[src/rtl/display_mode_controller.sv]
// Display mode sequencer: one debounced key selects the 7-segment source
// (CLOCK -> SECONDS -> STOPWATCH), a long press toggles the display off, and
// idle SECONDS/STOPWATCH views fall back to CLOCK after TIMEOUT_SEC seconds.
module display_mode_controller #(
  parameter int unsigned LONG_PRESS_CYCLES = 25_000_000,
  parameter int unsigned TIMEOUT_SEC       = 10
) (
  input  logic       clk,
  input  logic       rst,
  input  logic       key_mode,
  input  logic       tick_1hz,
  input  logic       sw_running,
  output logic [1:0] select,
  output logic       enable,
  output logic       mode_changed
);

  localparam int unsigned PW = $clog2(LONG_PRESS_CYCLES + 1);
  localparam int unsigned IW = (TIMEOUT_SEC > 0) ? $clog2(TIMEOUT_SEC + 1) : 1;
  localparam logic [PW-1:0] PRESS_MAX  = PW'(LONG_PRESS_CYCLES);
  localparam logic [PW-1:0] PRESS_LAST = PW'(LONG_PRESS_CYCLES - 1);
  localparam logic [IW-1:0] IDLE_LAST  = (TIMEOUT_SEC > 0) ? IW'(TIMEOUT_SEC - 1) : '0;
  localparam logic          TO_ENABLED = (TIMEOUT_SEC > 0);

  typedef enum logic [1:0] {
    ST_CLOCK     = 2'b00,
    ST_SECONDS   = 2'b01,
    ST_STOPWATCH = 2'b10,
    ST_OFF       = 2'b11
  } state_t;

  state_t        state_q, state_d;
  logic          armed_q, armed_d;
  logic          key_q, key_d;
  logic          long_done_q, long_done_d;
  logic [PW-1:0] press_cnt_q, press_cnt_d;
  logic [IW-1:0] idle_q, idle_d;
  logic          enable_q, enable_d;
  logic          mode_changed_q, mode_changed_d;

  logic long_ev, short_ev, timeout_ev, counting;

  // Key tracking, event detection, next state and idle timer.
  always_comb begin
    armed_d        = armed_q | ~key_mode;
    key_d          = key_mode;
    press_cnt_d    = '0;
    long_done_d    = 1'b0;
    state_d        = state_q;
    idle_d         = idle_q;
    long_ev        = 1'b0;
    short_ev       = 1'b0;
    timeout_ev     = 1'b0;
    counting       = 1'b0;

    if (key_mode) begin
      press_cnt_d = (press_cnt_q == PRESS_MAX) ? press_cnt_q : press_cnt_q + 1'b1;
    end

    // Long fires on the edge where the held count reaches its limit, once per press.
    long_ev     = key_mode & armed_q & (press_cnt_q == PRESS_LAST);
    short_ev    = key_q & ~key_mode & ~long_done_q & armed_q;
    long_done_d = key_mode & (long_done_q | long_ev);

    counting   = (state_q == ST_SECONDS) | ((state_q == ST_STOPWATCH) & ~sw_running);
    timeout_ev = TO_ENABLED & tick_1hz & counting & ~key_mode & (idle_q == IDLE_LAST);

    if (long_ev) begin
      state_d = (state_q == ST_OFF) ? ST_CLOCK : ST_OFF;
    end else if (short_ev) begin
      unique case (state_q)
        ST_CLOCK:     state_d = ST_SECONDS;
        ST_SECONDS:   state_d = ST_STOPWATCH;
        ST_STOPWATCH: state_d = ST_CLOCK;
        ST_OFF:       state_d = ST_CLOCK;
        default:      state_d = ST_CLOCK;
      endcase
    end else if (timeout_ev) begin
      state_d = ST_CLOCK;
    end

    if ((state_d != state_q) || key_mode || !counting) begin
      idle_d = '0;
    end else if (tick_1hz && TO_ENABLED) begin
      idle_d = idle_q + 1'b1;
    end

    enable_d       = (state_d != ST_OFF);
    mode_changed_d = (state_d != state_q);
  end

  // State and output registers with synchronous reset.
  always_ff @(posedge clk) begin
    if (rst) begin
      state_q        <= ST_CLOCK;
      armed_q        <= 1'b0;
      key_q          <= 1'b0;
      long_done_q    <= 1'b0;
      press_cnt_q    <= '0;
      idle_q         <= '0;
      enable_q       <= 1'b1;
      mode_changed_q <= 1'b0;
    end else begin
      state_q        <= state_d;
      armed_q        <= armed_d;
      key_q          <= key_d;
      long_done_q    <= long_done_d;
      press_cnt_q    <= press_cnt_d;
      idle_q         <= idle_d;
      enable_q       <= enable_d;
      mode_changed_q <= mode_changed_d;
    end
  end

  assign select       = state_q;
  assign enable       = enable_q;
  assign mode_changed = mode_changed_q;

endmodule
[config.mk]
export PLATFORM = sky130hd
export DESIGN_NAME = display_mode_controller
export DESIGN_NICKNAME = d
export VERILOG_FILES = /design/src/rtl/display_mode_controller.sv
export SDC_FILE = /design/constraint.sdc
export NUM_CORES = 1
export LEC_CHECK = 0
export ABC_AREA = 1
export CORE_MARGIN = 2
export CORE_UTILIZATION = 59
export CTS_BUF_LIST = sky130_fd_sc_hd__clkbuf_8 sky130_fd_sc_hd__clkbuf_16
export DETAILED_ROUTE_END_ITERATION = 6
export GPL_TIMING_DRIVEN = 0
export PLACE_DENSITY = 0.86
export SYNTH_ARGS = -nofsm -noshare
export SYNTH_HDL_FRONTEND = slang
export SYNTH_SLANG_ARGS = --single-unit
[constraint.sdc]
create_clock -name clk -period 2.15 [get_ports clk]
set_input_delay 0.43 -clock clk [delete_from_list [all_inputs] [get_ports clk]]
set_output_delay 0.43 -clock clk [all_outputs]
set_load 0.005 [all_outputs]
==> results.yml <==
yosys:
  synth_xor_area_share_pct: 1.89
  async_reset_ff_share_pct: 0
  synth-edff-count: 0
  synth_seq_area_share_pct: 38.8
  synthesis.area_sq_um: 1860
  synth.area.mux_share_pct: 0
  yosys.area.top_type: "dfxtp_1"
  synth_area_leaders: "dfxtp_1 39%, nand2_1 9.1%, a21oi_1 6.7%"
  netlist_instances: 252
  synth_top_family_by_area: "simple AND/OR/NAND/NOR gates"
  ys_seq_elements: 36
  yosysTopAreaCellShare_pct: 38.8
  synth-simple-area-share_pct: 36.8
  synth_fp_nets: 261
  synth_fa_ha_area_share_pct: 2.70
  synth_compound_area_share_pct: 12.2
  ys.flop_type: "dfxtp_1"
  synthDistinctLibCells: 33
  yosys_warnings: 0
  syn_area_per_cell_sq_um: 7.36
sta:
  setup_slack_ns: 0.190
  rsz0062_at_grt: "no"
  setup_violations: 0
  fin_skew_ns: 0.00994
  finalCritPeriodShare_pct: 91.2
  post-route-min-period_ns: 1.96
  fmax_ghz: 0.510
  drv_slew: 0
  finalHoldViolCount: 0
  worst_slew_pin_slew_ns: 0.585
  max_slew_margin_pct: 61.0
clock_tree:
  path_clk_slew_ns: 0.08
  cts_tree: "yes"
  tritoncts.num_buffers: 5
  root_buffer: "clkbuf_8"
  cts_resized: 0
  ctsHoldBuffers: 0
  cts_buffer_depth: 2
  post_cts.repair.setup_buffers: 0
  clkLatencyLatePin_ns: 0.30
  htree_levels: 2
  cts_sinks: 36
grt:
  grt_max_degree: 13
  grt.total_usage_pct: 22.2
  grt_pass1_wl_mm: 5.95
  overflow: 0
  antenna_found_initial: 0
  first_global_vias: 1403
floorplan:
  die-area_sq_um: 3610
  ios: 9
  die_w_microns: 60.1
  start_util_pct: 61.3
  die_h_microns: 60.1
  core-area_sq_um: 3030
  rows: 20
routing:
  drt_iter0_markers: 82
  drt-pass1-iter-count: 4
  drc: 0
  ant_nets: 0
  wire_per_inst_microns: 11.0
  wl_mm: 3.43
  vias: 1638
  viasPerCell: 5.25
flow_run:
  cap_violations: 0
placement:
  hpwl_mm: 2.58
  place_inst: 304
  io_buffer_count: 8
  pre_cts_ws_ns: -0.0880
  routabilityCongestion: 0.927
layout:
  antenna_cells: 0
  drive_above_1_share_pct: 14.2
  layoutNonFillerInstCount: 312
  area_growth_pct: 13.3
  fill_cells: 256
  nNetsFinal: 276
min_path:
  min_path_type: "reg2reg"
  worstHoldEndpoint: "long_done_q"
  hold_start: "long_done_q"
  min_path_cells: 2
worst_setup_path:
  cp.arrival_ns: 2.21
  worstSetupEndpointType: "flop"
  crit_required_ns: 2.40
  startpoint: "key_mode"
  worstRegToRegCells: 8
  timing.rr.start: "press_cnt_q[1]"
  regToRegEndpoint: "press_cnt_q[22]"
  startpoint_type: "primary input"
  r2r_setup_slack_ns: 0.47
  critPathMaxFanout: 10
  worstSetupPathType: "in2reg"
status:
  status: "finished clean"
pwr:
  cellPowerDensity_nw_per_um2: 628
  ir_worst_vdd_uv: 426
  finalPower_mw: 1.32
  p_leak_nw: 0.764
## cell usage in the layout, fill, tap and decap left out, drive strengths merged
| cell | count |
|---|---|
| nand2 | 49 |
| bufinv | 1 |
| nor3b | 2 |
| dfxtp | 36 |
| buf | 1 |
| clkbuf | 6 |
| o21ai | 13 |
| xnor2 | 3 |
| clkinvlp | 1 |
| and3 | 1 |
| xor2 | 1 |
| nor4 | 3 |
| nor2 | 39 |
| a31oi | 1 |
| or2 | 1 |
| a211oi | 1 |
| clkdlybuf4s50 | 8 |
| nand3 | 17 |
| a21oi | 25 |
| ha | 4 |
| nand4 | 5 |
| o21a | 3 |
| nor3 | 11 |
| inv | 35 |
| clkinv | 1 |
## critical path, stage by stage
cell	delay, ns
clkdlybuf4s50_1	0.57
inv_1	0.08
nor2_1	0.33
inv_1	0.14
clkbuf_1	0.30
a21oi_1	0.20
o21a_1	0.15
## metal layers
layer	routed length [microns]	vias to the layer above	global-route usage, %
met5	0	-	0
met4	57	0	9.21
met3	133	6	5.84
met2	1640	40	37.1
met1	1600	737	26.9
li1	-	855	-
## layout make-up
cell class	instances	area (sq um)	share of cell area (%)
tap	44	55.1	2.62
clock buffer	5	68.8	3.27
inverter	35	131	6.25
timing repair buffer	8	80.1	3.81
clock inverter	3	42.5	2.02
multi-input combinational	179	995	47.3
sequential	36	721	34.3
buffer	2	8.76	0.417
## per-stage QoR
step | cell area [sq um] | TNS, ns | utilization [%] | hold WS (ns)
after floorplan | 1860 | 0 | - | 0.430
after global placement | 1990 | -0.289 | 65.7 | 0.437
after detailed placement | 1990 | -0.171 | 65.7 | 0.441
after CTS | 2100 | 0 | 69.4 | 0.453
after global routing | 2100 | 0 | 69.4 | 0.472
final | 2100 | 0 | 69.4 | 0.453
## power by group
part           internal [mW]  leakage [nW]  total, mW  switching [mW]
Clock                  0.343        0.0541      0.593           0.251
Combinational         0.0208         0.419     0.0497          0.0289
Sequential             0.672         0.291      0.677         0.00464
Total                   1.04         0.764       1.32           0.284
## sequential cells by signal (all words and copies together) (netlist names)
signal	count
press_cnt_q	25
idle_q	4
select	2
armed_q	1
enable	1
key_q	1
long_done_q	1
mode_changed	1
## Yosys cell counts (2+ instances only)
cell type / count
a21oi_1: 25
dfxtp_1: 36
ha_1: 4
inv_1: 30
inv_2: 5
nand2_1: 45
nand2_2: 4
nand3_1: 12
nand3_2: 4
nand4_1: 4
nor2_1: 30
nor2_2: 5
nor2_4: 3
nor3_1: 8
nor3_2: 3
nor4_1: 2
o21a_1: 3
o21ai_0: 11
o21ai_1: 2
xnor2_1: 3
## cell families (layout without fill, tap and decap cells)
group	after synthesis	after routing
DFF	36	36
xor gates and xnor gates	4	4
buffers and inverters	37	53
and+or+nand+nor	128	128
AOI/OAI and AO/OA	43	43
adders and majority gates	4	4
## worst max path at each step
stage                      endpoint  slack (ns)  cells past startpoint
floorplan           press_cnt_q[22]        0.63                      8
global placement    press_cnt_q[23]       -0.09                      7
detailed placement  press_cnt_q[23]       -0.09                      7
CTS                  press_cnt_q[7]        0.19                      6
global route        press_cnt_q[23]       0.006                      7
finish              press_cnt_q[23]        0.19                      7
(Power assumes the default switching activity.)
